## config.mk

```make
export PLATFORM = sky130hd
export DESIGN_NAME = imem_stream_loader
export DESIGN_NICKNAME = d
export VERILOG_FILES = /design/src/rtl/imem_stream_loader.sv
export SDC_FILE = /design/constraint.sdc
export NUM_CORES = 2
export LEC_CHECK = 0
export ABC_CLOCK_PERIOD_IN_PS = 5300
export CAP_MARGIN = 20
export CORE_ASPECT_RATIO = 1.4
export CORE_UTILIZATION = 60
export CTS_CLUSTER_SIZE = 40
export DETAILED_ROUTE_END_ITERATION = 6
export HOLD_SLACK_MARGIN = 0.05
export PLACE_DENSITY = 0.78
export SLEW_MARGIN = 20
export SYNTH_ARGS = -nofsm -noshare
export SYNTH_HDL_FRONTEND = slang
export SYNTH_SLANG_ARGS = --single-unit
```

## constraint.sdc

```tcl
create_clock -name clk -period 5.3 [get_ports clk]
set_input_delay 0.53 -clock clk [delete_from_list [all_inputs] [get_ports clk]]
set_output_delay 0.53 -clock clk [all_outputs]
set_load 0.01 [all_outputs]
```

## src/rtl/imem_stream_loader.sv

```systemverilog
// Byte-addressed instruction memory loaded from a length-prefixed, XOR-checksummed byte stream.
// The core is held stalled through core_run until an image has loaded cleanly.
module imem_stream_loader #(
    parameter int MEM_BYTES = 64,
    parameter int LEN_W     = 16
) (
    input  logic             clk,
    input  logic             rst_n,
    input  logic             start,
    input  logic             s_valid,
    input  logic [7:0]       s_data,
    output logic             s_ready,
    input  logic [31:0]      fetch_addr,
    output logic [31:0]      fetch_instr,
    output logic             core_run,
    output logic             load_done,
    output logic             load_err,
    output logic [LEN_W-1:0] words_loaded
);

    localparam int AW = (MEM_BYTES > 1) ? $clog2(MEM_BYTES) : 1;
    localparam int IW = LEN_W + 2;

    typedef enum logic [2:0] {
        S_IDLE   = 3'd0,
        S_HDR_HI = 3'd1,
        S_HDR_LO = 3'd2,
        S_DATA   = 3'd3,
        S_CSUM   = 3'd4,
        S_RUN    = 3'd5,
        S_ERR    = 3'd6
    } state_e;

    state_e           state_q, state_d;
    logic [7:0]       hdr_hi_q, hdr_hi_d;
    logic [LEN_W-1:0] len_q, len_d;
    logic [IW-1:0]    idx_q, idx_d;
    logic [7:0]       acc_q, acc_d;
    logic [LEN_W-1:0] words_q, words_d;
    logic             s_ready_q, s_ready_d;
    logic             core_run_q, core_run_d;
    logic             load_done_q, load_done_d;
    logic             load_err_q, load_err_d;

    logic [7:0]       mem_q [MEM_BYTES];

    logic             beat_s;
    logic             wr_en_s;
    logic [AW-1:0]    wr_addr_s;
    logic [LEN_W-1:0] hdr_len_s;
    logic [IW-1:0]    hdr_bytes_s;
    logic             hdr_bad_s;
    logic [IW-1:0]    n_bytes_s;

    // Header decode: the low length byte arrives on s_data during HDR_LO.
    always_comb begin
        hdr_len_s   = LEN_W'({hdr_hi_q, s_data});
        hdr_bytes_s = {hdr_len_s, 2'b00};
        hdr_bad_s   = (hdr_len_s == {LEN_W{1'b0}}) ||
                      (32'(hdr_bytes_s) > 32'(MEM_BYTES));
        n_bytes_s   = {len_q, 2'b00};
        beat_s      = s_valid & s_ready_q;
        wr_addr_s   = idx_q[AW-1:0];
    end

    // Next-state and datapath for the load sequencer; outputs derive from the next state.
    always_comb begin
        state_d  = state_q;
        hdr_hi_d = hdr_hi_q;
        len_d    = len_q;
        idx_d    = idx_q;
        acc_d    = acc_q;
        words_d  = words_q;
        wr_en_s  = 1'b0;
        case (state_q)
            S_IDLE, S_RUN, S_ERR: begin
                if (start) begin
                    state_d = S_HDR_HI;
                    words_d = {LEN_W{1'b0}};
                end else begin
                    state_d = state_q;
                end
            end
            S_HDR_HI: begin
                if (beat_s) begin
                    hdr_hi_d = s_data;
                    state_d  = S_HDR_LO;
                end else begin
                    state_d = S_HDR_HI;
                end
            end
            S_HDR_LO: begin
                if (beat_s) begin
                    len_d = hdr_len_s;
                    if (hdr_bad_s) begin
                        state_d = S_ERR;
                    end else begin
                        state_d = S_DATA;
                        idx_d   = {IW{1'b0}};
                        acc_d   = 8'h00;
                    end
                end else begin
                    state_d = S_HDR_LO;
                end
            end
            S_DATA: begin
                if (beat_s) begin
                    wr_en_s = 1'b1;
                    acc_d   = acc_q ^ s_data;
                    idx_d   = idx_q + {{(IW-1){1'b0}}, 1'b1};
                    if (idx_q[1:0] == 2'b11) begin
                        words_d = words_q + {{(LEN_W-1){1'b0}}, 1'b1};
                    end else begin
                        words_d = words_q;
                    end
                    if (idx_q == n_bytes_s - {{(IW-1){1'b0}}, 1'b1}) begin
                        state_d = S_CSUM;
                    end else begin
                        state_d = S_DATA;
                    end
                end else begin
                    state_d = S_DATA;
                end
            end
            S_CSUM: begin
                if (beat_s) begin
                    if (s_data == acc_q) begin
                        state_d = S_RUN;
                    end else begin
                        state_d = S_ERR;
                    end
                end else begin
                    state_d = S_CSUM;
                end
            end
            default: begin
                state_d = S_IDLE;
            end
        endcase

        s_ready_d   = (state_d == S_HDR_HI) || (state_d == S_HDR_LO) ||
                      (state_d == S_DATA)   || (state_d == S_CSUM);
        core_run_d  = (state_d == S_RUN);
        load_done_d = (state_d == S_RUN);
        load_err_d  = (state_d == S_ERR);
    end

    // Sequencer state, counters and registered status outputs.
    always_ff @(posedge clk or negedge rst_n) begin
        if (!rst_n) begin
            state_q     <= S_IDLE;
            hdr_hi_q    <= 8'h00;
            len_q       <= {LEN_W{1'b0}};
            idx_q       <= {IW{1'b0}};
            acc_q       <= 8'h00;
            words_q     <= {LEN_W{1'b0}};
            s_ready_q   <= 1'b0;
            core_run_q  <= 1'b0;
            load_done_q <= 1'b0;
            load_err_q  <= 1'b0;
        end else begin
            state_q     <= state_d;
            hdr_hi_q    <= hdr_hi_d;
            len_q       <= len_d;
            idx_q       <= idx_d;
            acc_q       <= acc_d;
            words_q     <= words_d;
            s_ready_q   <= s_ready_d;
            core_run_q  <= core_run_d;
            load_done_q <= load_done_d;
            load_err_q  <= load_err_d;
        end
    end

    // Instruction memory: cleared on reset, written one byte per DATA beat.
    always_ff @(posedge clk or negedge rst_n) begin
        if (!rst_n) begin
            for (int i = 0; i < MEM_BYTES; i++) begin
                mem_q[i] <= 8'h00;
            end
        end else begin
            if (wr_en_s) begin
                mem_q[wr_addr_s] <= s_data;
            end
        end
    end

    // Big-endian fetch; 33-bit sums keep addresses near 2^32 from wrapping into memory.
    always_comb begin
        logic [32:0] rd_addr;
        fetch_instr = 32'h0000_0000;
        rd_addr     = 33'd0;
        for (int k = 0; k < 4; k++) begin
            rd_addr = {1'b0, fetch_addr} + 33'(k);
            if (rd_addr < 33'(MEM_BYTES)) begin
                fetch_instr[31-8*k -: 8] = mem_q[rd_addr[AW-1:0]];
            end else begin
                fetch_instr[31-8*k -: 8] = 8'h00;
            end
        end
    end

    assign s_ready      = s_ready_q;
    assign core_run     = core_run_q;
    assign load_done    = load_done_q;
    assign load_err     = load_err_q;
    assign words_loaded = words_q;

endmodule
```

==> reports/metrics.cfg <==
[run_status]
status=finished clean

[route]
routed_wl_um=137000
drt-wirelength-per-cell_um=35.0
remaining_drc_errors=0
drt-initial-drc-count=4471
routed_via_density=7.80
drt_first_pass_iters=6
antenna_left=0
routed-via-count=30600

[finish]
design_area_um2=45100
layout.nets=3067
syn_to_final_growth_pct=10.6
drive_gt1_frac=0.442
stdcell_count=3926
fillCellCount=4603

[timing]
grt_setup_unrepaired=false
drv_slew=0
setup-tns-final_ns=0
max_freq_mhz=192
whs_ns=0.380
relSlewSlack=0.271
skew_ns=0.0279
final-hold-violation-count=0
setup_violations=0
finalCritPeriodShare=0.984
fin_crit_ns=5.22
fin_ws_ns=0.0831
worst_pin_slew_ns=1.09

[setup_path]
required_ns=4.77
worst_setup_path_end_kind=primary output
worstPathMaxFanout=75
path_class=in2out
arrival_ns=4.69
cp-start-kind=input pin

[floorplanning]
die_x_um=222
dieArea_um2=69100
num_rows=112
io_pins=96
die_y_um=311
coreArea_um2=67000
start_util=0.610

[placement]
pre_cts_ws_ns=0.289
routabilityCongestion=1.09
port_buffers=95
dp_hpwl_um=93600
placed_cells=3808
place_area_um2=43000

[power_and_ir_drop]
pwr_density_cell_nw_per_um2=386
ir_worst_vdd_mv=0.267
total_leakage_power_nw=18.9

[worst_hold_path]
hold_class=in2reg

[synth]
ys_ff_latch=584
synth_warnings=0
synth.most_common_cell=dfrtp_1
async_flop_share=1.00
syn_inst=2999
synthTopCellsByCount=584 x dfrtp_1, 545 x mux2_2, 536 x mux4_2
synth_top_cell_by_area=dfrtp_1
synth_edf_count=0
synth_area_leaders=dfrtp_1 36%, mux4_2 30%, mux2_2 15%, mux2i_1 4.0%, nand2_1 1.6%
avgSynthCellArea_um2=13.6
yosysUniqueCellTypes=77
netlist_area_um2=40800
ys_seq_area_frac=0.358
synth_ff_type=dfrtp_1
syn_nets=3050
synth_top_area_share=0.358

[run]
maxCapViolations=0

[grt]
grt_pass1_wl_um=206000
grt-ovfl-total=0
antenna_found_initial=14
grt_pass1_vias=30900
grt_max_degree=181
grt_usage=0.406

[clock_tree]
numCtsBuffers=60
cts_root_buf=clkbuf_16
clockBufferDepth=3
cts_setup_buffers=0
clkTransAtPathRegs_ns=0.06
htreeDepth=2
clock_sinks=584
clk_latency_ns=0.67
cts_tree=yes

-- flip-flops by register name, summed over array words and instances (netlist names) --
signal,flops
acc_q,8
s_ready,1
idx_q,18
hdr_hi_q,8
mem_q,512
words_loaded,16
load_done,1
load_err,1
state_q,3
len_q,16
-- stage by stage --
| stage | utilization | power, W |
|---|---|---|
| floorplan | - | 0.0107 |
| global placement | 0.641 | 0.0123 |
| detailed placement | 0.641 | 0.0126 |
| CTS | 0.673 | 0.0172 |
| global route | 0.674 | 0.0180 |
| finish | 0.674 | 0.0174 |
-- final cells by class --
class	instances	area, µm²	share of cell area
flip-flops and latches	584	14600	0.324
inverters	18	67.6	0.00150
well taps	855	1070	0.0237
clock inverters	30	400	0.00887
clock buffers	81	1730	0.0383
repair buffers	227	2130	0.0472
diodes	6	15.0	0.000333
multi-input cells	2125	25100	0.556
-- power by group --
part           total (W)  switching, W  leakage (nW)  internal, W
Sequential       0.00696       0.00139          7.86      0.00557
Clock            0.00457       0.00193          1.06      0.00264
Combinational    0.00588       0.00263          9.98      0.00325
Total             0.0174       0.00596          18.9       0.0115
-- routing by layer --
metal / part of all wire / global-route usage
met5: 0.0012 / 0.00701
met4: 0.085 / 0.284
met3: 0.12 / 0.116
met2: 0.47 / 0.627
met1: 0.32 / 0.493
-- what timing repair did --
item,CTS,global route
gates resized for setup,0,3
setup endpoints to repair,0,2
endpoints found under the hold margin,77,0
hold buffers,1,0
-- worst paths after layout --
| check | startpoint | slack (ns) | to | cells past startpoint |
|---|---|---|---|---|
| min in group asynchronous | rst_n | 0.48 | mem_q[212] | 2 |
| worst max register to register | state_q[1] | 1.78 | idx_q[17] | 8 |
| max in group asynchronous | rst_n | 3.30 | mem_q[299] | 3 |
| worst min-delay path | s_data[7] | 0.38 | state_q[0] | 6 |
| worst min register to register | acc_q[0] | 0.52 | acc_q[0] | 1 |
| worst max-delay path | fetch_addr[2] | 0.08 | fetch_instr[8] | 10 |
-- placed cells by master (no fill, tap or decap), types with 6 or more instances in the layout --
master           count
inv_1               16
mux4_2             536
clkbuf_16           60
nand4_1             39
a22o_1              17
xor2_1              48
dfrtp_1            584
o21ai_0             68
o22ai_1             20
nor4_1              28
buf_4              115
mux2i_1            162
clkinv_2            14
clkbuf_8            16
buf_12              16
o221ai_1            11
nor3b_1              6
nor3_1              35
and4_1              13
nor2_1             103
xnor2_1             32
nand2_1            174
a31oi_1             14
a21oi_1             32
mux2_2             545
nand3_1             69
and3_1              17
nor2b_1             10
clkdlybuf4s50_1     82
a211oi_1             8
diode_2              6
bufinv_16            7
clkbuf_1             6
buf_2                9
or3_1               30
nand3b_1             8
-- kinds of logic (layout without fill, tap and decap cells) --
logic type      count (synthesis)  in the layout  share of synthesized area
compound gates                218            218                     0.0350
xor+xnor                       88             88                     0.0189
fa+ha+maj                       8              8                    0.00239
buf+inv                       290            356                     0.0300
flops                         584            584                      0.358
mux                          1243           1243                      0.486
other cells                     0              6                          0
simple gates                  568            568                     0.0701
-- critical path, cell delays in order --
cell             delay (ns)
buf_4                  0.11
buf_16                 0.49
and4_1                 0.53
o211ai_1               0.15
a2bb2oi_1              0.44
o221ai_1               0.24
nor4_1                 0.32
nand4_1                0.51
nor4_1                 0.66
clkdlybuf4s50_1        0.65
No activity file was read; power rests on OpenSTA's default activity.
